## src/rtl/if_fetch_stage.sv

```systemverilog
// LoongArch IF stage: owns fs_pc and keeps one SRAM-like read in flight; IF_ADEF_CHECK_EN enables misaligned-PC (adef) packets.
// Latency: addr_ok in N, data_ok in N+1, packet valid in N+2; the packet is held until ds_allowin or a redirect drops it.
module if_fetch_stage #(
  parameter logic [31:0] RESET_PC = 32'h1c000000
) (
  input  logic        clk,
  input  logic        resetn,
  input  logic        ds_allowin,
  input  logic [32:0] br_bus,
  input  logic        wb_ex,
  input  logic [31:0] csr_eentry,
  input  logic        wb_ertn,
  input  logic [31:0] csr_era,
  output logic        fs_to_ds_valid,
  output logic [64:0] fs_to_ds_bus,
  output logic        inst_sram_req,
  output logic        inst_sram_wr,
  output logic [1:0]  inst_sram_size,
  output logic [3:0]  inst_sram_wstrb,
  output logic [31:0] inst_sram_addr,
  output logic [31:0] inst_sram_wdata,
  input  logic        inst_sram_addr_ok,
  input  logic        inst_sram_data_ok,
  input  logic [31:0] inst_sram_rdata
);

  typedef enum logic [1:0] {
    S_IDLE = 2'd0,
    S_WAIT = 2'd1,
    S_HOLD = 2'd2
  } state_e;

  typedef struct packed {
    logic        adef;
    logic [31:0] inst;
    logic [31:0] pc;
  } fs_pkt_t;

`ifdef IF_ADEF_CHECK_EN
  localparam logic ADEF_EN = 1'b1;
`else
  localparam logic ADEF_EN = 1'b0;
`endif

  state_e      state_q, state_d;
  logic [31:0] fs_pc_q, fs_pc_d;
  logic [31:0] inst_buf_q, inst_buf_d;
  logic [31:0] pend_pc_q, pend_pc_d;
  logic        adef_buf_q, adef_buf_d;
  logic        discard_q, discard_d;

  logic        redir;
  logic [31:0] redir_target;
  logic        pc_misaligned;
  logic        req;
  fs_pkt_t     pkt;

  assign redir = wb_ex | wb_ertn | br_bus[32];

  always_comb begin
    redir_target = br_bus[31:0];
    if (wb_ex) begin
      redir_target = csr_eentry;
    end else if (wb_ertn) begin
      redir_target = csr_era;
    end
  end

  assign pc_misaligned = ADEF_EN & (fs_pc_q[1:0] != 2'b00);

  always_comb begin
    state_d    = state_q;
    fs_pc_d    = fs_pc_q;
    inst_buf_d = inst_buf_q;
    adef_buf_d = adef_buf_q;
    discard_d  = discard_q;
    pend_pc_d  = pend_pc_q;
    req        = 1'b0;
    case (state_q)
      S_IDLE: begin
        if (pc_misaligned) begin
          if (redir) begin
            fs_pc_d = redir_target;
          end else begin
            state_d    = S_HOLD;
            adef_buf_d = 1'b1;
            inst_buf_d = 32'h0;
          end
        end else begin
          // The request address stays fixed until accepted; a redirect only marks the reply stale.
          req = 1'b1;
          if (redir) begin
            discard_d = 1'b1;
            pend_pc_d = redir_target;
          end
          if (inst_sram_addr_ok) begin
            state_d = S_WAIT;
          end
        end
      end
      S_WAIT: begin
        if (inst_sram_data_ok) begin
          state_d   = S_IDLE;
          discard_d = 1'b0;
          if (redir) begin
            fs_pc_d = redir_target;
          end else if (discard_q) begin
            fs_pc_d = pend_pc_q;
          end else begin
            state_d    = S_HOLD;
            inst_buf_d = inst_sram_rdata;
            adef_buf_d = 1'b0;
          end
        end else if (redir) begin
          discard_d = 1'b1;
          pend_pc_d = redir_target;
        end
      end
      S_HOLD: begin
        if (redir) begin
          fs_pc_d = redir_target;
          state_d = S_IDLE;
        end else if (ds_allowin) begin
          fs_pc_d = fs_pc_q + 32'd4;
          state_d = S_IDLE;
        end
      end
      default: begin
        state_d = S_IDLE;
      end
    endcase
  end

  always_ff @(posedge clk or negedge resetn) begin
    if (!resetn) begin
      state_q    <= S_IDLE;
      fs_pc_q    <= RESET_PC;
      inst_buf_q <= 32'h0;
      adef_buf_q <= 1'b0;
      discard_q  <= 1'b0;
      pend_pc_q  <= RESET_PC;
    end else begin
      state_q    <= state_d;
      fs_pc_q    <= fs_pc_d;
      inst_buf_q <= inst_buf_d;
      adef_buf_q <= adef_buf_d;
      discard_q  <= discard_d;
      pend_pc_q  <= pend_pc_d;
    end
  end

  assign pkt.adef = ADEF_EN & adef_buf_q;
  assign pkt.inst = inst_buf_q;
  assign pkt.pc   = fs_pc_q;

  assign fs_to_ds_valid  = (state_q == S_HOLD) & ~redir;
  assign fs_to_ds_bus    = (state_q == S_HOLD) ? pkt : 65'h0;

  // Gated by resetn so the port is quiet while the memory side is also in reset.
  assign inst_sram_req   = req & resetn;
  assign inst_sram_wr    = 1'b0;
  assign inst_sram_size  = 2'b10;
  assign inst_sram_wstrb = 4'h0;
  assign inst_sram_addr  = ADEF_EN ? fs_pc_q : {fs_pc_q[31:2], 2'b00};
  assign inst_sram_wdata = 32'h0;

endmodule
```

## config.mk

```make
export PLATFORM = sky130hd
export DESIGN_NAME = if_fetch_stage
export DESIGN_NICKNAME = d
export VERILOG_FILES = /design/src/rtl/if_fetch_stage.sv
export SDC_FILE = /design/constraint.sdc
export NUM_CORES = 1
export LEC_CHECK = 0
export BUFFER_PORTS_ARGS = -buffer_cell sky130_fd_sc_hd__buf_4
export CORE_MARGIN = 1
export CORE_UTILIZATION = 30
export CTS_CLUSTER_SIZE = 40
export DETAILED_ROUTE_END_ITERATION = 8
export MAX_ROUTING_LAYER = met4
export REMOVE_ABC_BUFFERS = 1
export SYNTH_ARGS = -nofsm -noshare
export SYNTH_HDL_FRONTEND = slang
export SYNTH_SLANG_ARGS = --single-unit
```

## constraint.sdc

```tcl
create_clock -name clk -period 2.5 [get_ports clk]
set_input_delay 0.125 -clock clk [delete_from_list [all_inputs] [get_ports clk]]
set_output_delay 0.125 -clock clk [all_outputs]
set_load 0.01 [all_outputs]
```

==> summary.txt <==
Clocking
  – Root buf cell: clkbuf_16
  – CTS H-Tree Depth: 3
  – Post-CTS setup buffers: 0
  – CTS sink cnt: 99
  – CTS buffer count: 9
  – Post-CTS sizing: 0
  – Clk buf depth: 2
  – TritonCTS clock tree: built
  – Hold_buf cts: 29
  – Worst-path clk slew: 0.07 ns
  – Worst skew pair latency: 0.36 ns

STA
  – Final Hold Vio Count: 0
  – RSZ-0062 raised after global routing: no
  – Fmax: 463 MHz
  – Worst slew pin tran: 0.766 ns
  – Worst slew margin: 48.8%
  – Fin crit period: 2.16 ns
  – Worst Skew: 0.0131 ns
  – Slew Limit Fails: 0
  – Number of setup violations in the final report: 0
  – Final worst path period share: 86.3%

Floorplan
  – Row cnt: 52
  – Core ar.: 20500 um^2
  – Die H: 147 um
  – Initial Util: 30.9%
  – Die X: 147 um
  – Die ar.: 21700 um^2
  – Boundary pin count: 274

Critical path
  – Worst EP required: 2.38 ns
  – Critical Path Source Type: flop
  – Crit path max-delay cell type: buf_4
  – Max incr delay on CP: 0.48 ns
  – Critical path class: flop to output port
  – CP arrival: 2.03 ns
  – CP Max Fanout: 55
  – CP cell instances: nor2b_4 > buf_4 > and2_1 > buf_4
  – Worst setup EP type: output port
  – Most frequent CP cell: buf_4

Finish
  – Final Util: 41.9%
  – Area Growth Syn to Fin: 35.6%
  – Final nets: 1045
  – Filler Cell Count: 2066
  – Share of layout cells above drive strength 1: 34.8%
  – Diode count: 0
  – Layout Cells excl Fill: 1183

Power and ir drop
  – PD cells: 559 nW/um^2
  – LEAKAGE: 4.07 nW
  – VDD IR max: 0.239 mV

GRT
  – Grt total ovfl: 0
  – Largest net degree at the start of global routing: 100
  – Initial antenna violation count: 0
  – Vias in the first global route: 5481
  – All-Layer GR Usage: 19.0%
  – Global-route wire length before repair: 31100 um

Synthesis
  – Top cells by area, synth: dfrtp_1 37%, buf_4 8.7%, and2_1 5.7%, mux2_2 5.7%, a22o_1 4.6%
  – Synth top area share: 36.8%
  – Flops & latches, synth: 99
  – Most common cell in the netlist: dfrtp_1
  – Synth Area in Adders: 0.198%
  – Post-synth EDFFs: 0
  – Mapped Avg Cell Area: 9.09 um^2
  – Post-Syn Area: 6330 um^2
  – Synth async-reset ratio: 100%
  – YS warnings: 0
  – Simple-Gate Fraction of Synth Area: 19.9%
  – Syn Inst Count: 697
  – Largest area contributor in the netlist: dfrtp_1
  – Largest family of logic cells by synthesized area: compound AO/OA/AOI/OAI gates
  – Post-synthesis cell type count: 59
  – Synth Flop Type: dfrtp_1
  – Post-Synth XOR/XNOR Area: 0.138%
  – Compound-Gate Fraction of Synth Area: 21.8%
  – Part of the Yosys area used for sequential elements: 39.2%
  – Mux share of post-synthesis cell area: 6.16%
  – Synth cell count leaders: 93 x dfrtp_1, 73 x buf_4, 58 x and2_1

Place
  – I/O Buffers: 231
  – Detailed placement HPWL: 14600 um
  – Placed insts: 1138
  – Final GP Congestion: 0.794

Drt
  – DR WL/cell: 17.1 um
  – DRT iter0 DRCs: 259
  – Antenna viol nets, final: 0
  – DR vias: 5807
  – Vias per cell: 4.91
  – TritonRoute pass-1 iters: 4
  – Detailed Route WL: 20200 um
  – Residual DRC: 0

Hold path
  – Worst hold path class: primary input to flop

Status
  – Status: completed

Job
  – Max-cap violations: 0
cell families (layout without fill, tap and decap cells):
kind of cell    after synthesis  after routing
simple gates                218            218
other cells                   2             42
buf+inv                     129            305
flops                        99             99
xor+xnor                      1              1
mux                          35             35
fa+ha+maj                     1              1
compound gates              212            212
stage by stage:
step	setup slack (ns)	TNS (ns)	total power (W)	area [um^2]	hold WS, ns
floorplan	-1.11	-46.35	0.00268	5730	-0.171
global placement	0.520	0	0.00334	8000	0.275
detailed placement	0.449	0	0.00336	8000	0.278
CTS	0.290	0	0.00487	8590	0.000807
global route	0.207	0	0.00508	8590	0.0113
finish	0.342	0	0.00480	8590	0.0128
flip-flops by register name, indices dropped and copies added (netlist names):
register    cells
fs_pc_q        32
inst_buf_q     32
discard_q       1
state_q         2
pend_pc_q      32
worst max-delay path: cells and delay by family, from the launching register on:
kind | cells | cell delay [ns]
buf+inv | 2 | 0.61
simple gates | 2 | 0.58
flops | 1 | 0.47
power by group:
part | internal (W) | switching [W]
logic | 0.000601 | 0.000542
clock network | 0.000804 | 0.000640
registers | 0.00190 | 0.000312
total | 0.00330 | 0.00149
cells in the final DEF, fill, tap and decap left out, types with 8 or more instances in the layout:
cell type | Yosys | final
clkbuf_16 | 0 | 9
inv_1 | 9 | 9
buf_4 | 73 | 249
nor2b_1 | 14 | 12
nand3b_1 | 15 | 15
dfrtp_1 | 93 | 93
and3_1 | 8 | 8
a22o_1 | 33 | 33
nor2_1 | 19 | 19
a21oi_1 | 52 | 51
a22oi_1 | 21 | 21
nand4_1 | 8 | 8
conb_1 | 2 | 42
nand3_1 | 13 | 13
o21ai_0 | 55 | 55
mux2_2 | 32 | 32
dlygate4sd3_1 | 0 | 29
and2_1 | 58 | 58
a211oi_1 | 8 | 8
nand2_1 | 50 | 50
worst paths after layout:
check / start / endpoint / slack [ns] / cells after the start
max in group asynchronous: resetn / fs_pc_q[2] / 1.65 / 3
worst max register to register: fs_pc_q[13] / fs_pc_q[23] / 0.50 / 5
worst min-delay path: inst_sram_rdata[19] / inst_buf_q[19] / 0.01 / 2
worst min register to register: inst_buf_q[29] / inst_buf_q[29] / 0.50 / 1
worst max-delay path: state_q[1] / fs_to_ds_bus[44] / 0.34 / 4
min in group asynchronous: resetn / inst_buf_q[13] / 0.41 / 3
metal layers:
metal  vias to the layer above  wire length [um]  track usage (%)
met4                         0               149             5.21
met1                      2768              9370             24.9
met5                         -                 0                -
li1                       2823                 -                -
met2                       206              9690             30.6
met3                        10              1000             2.80
cell type report:
class | count | area, um^2 | share of cell area [%]
Timing Repair Buffer | 280 | 2200 | 25.6
Multi-Input combinational cell | 509 | 3230 | 37.6
Clock buffer | 10 | 239 | 2.78
Tap cell | 270 | 338 | 3.93
Sequential cell | 99 | 2480 | 28.9
Clock inverter | 6 | 63.8 | 0.743
Inverter | 9 | 33.8 | 0.393
Power figures use the tool's default switching activity.
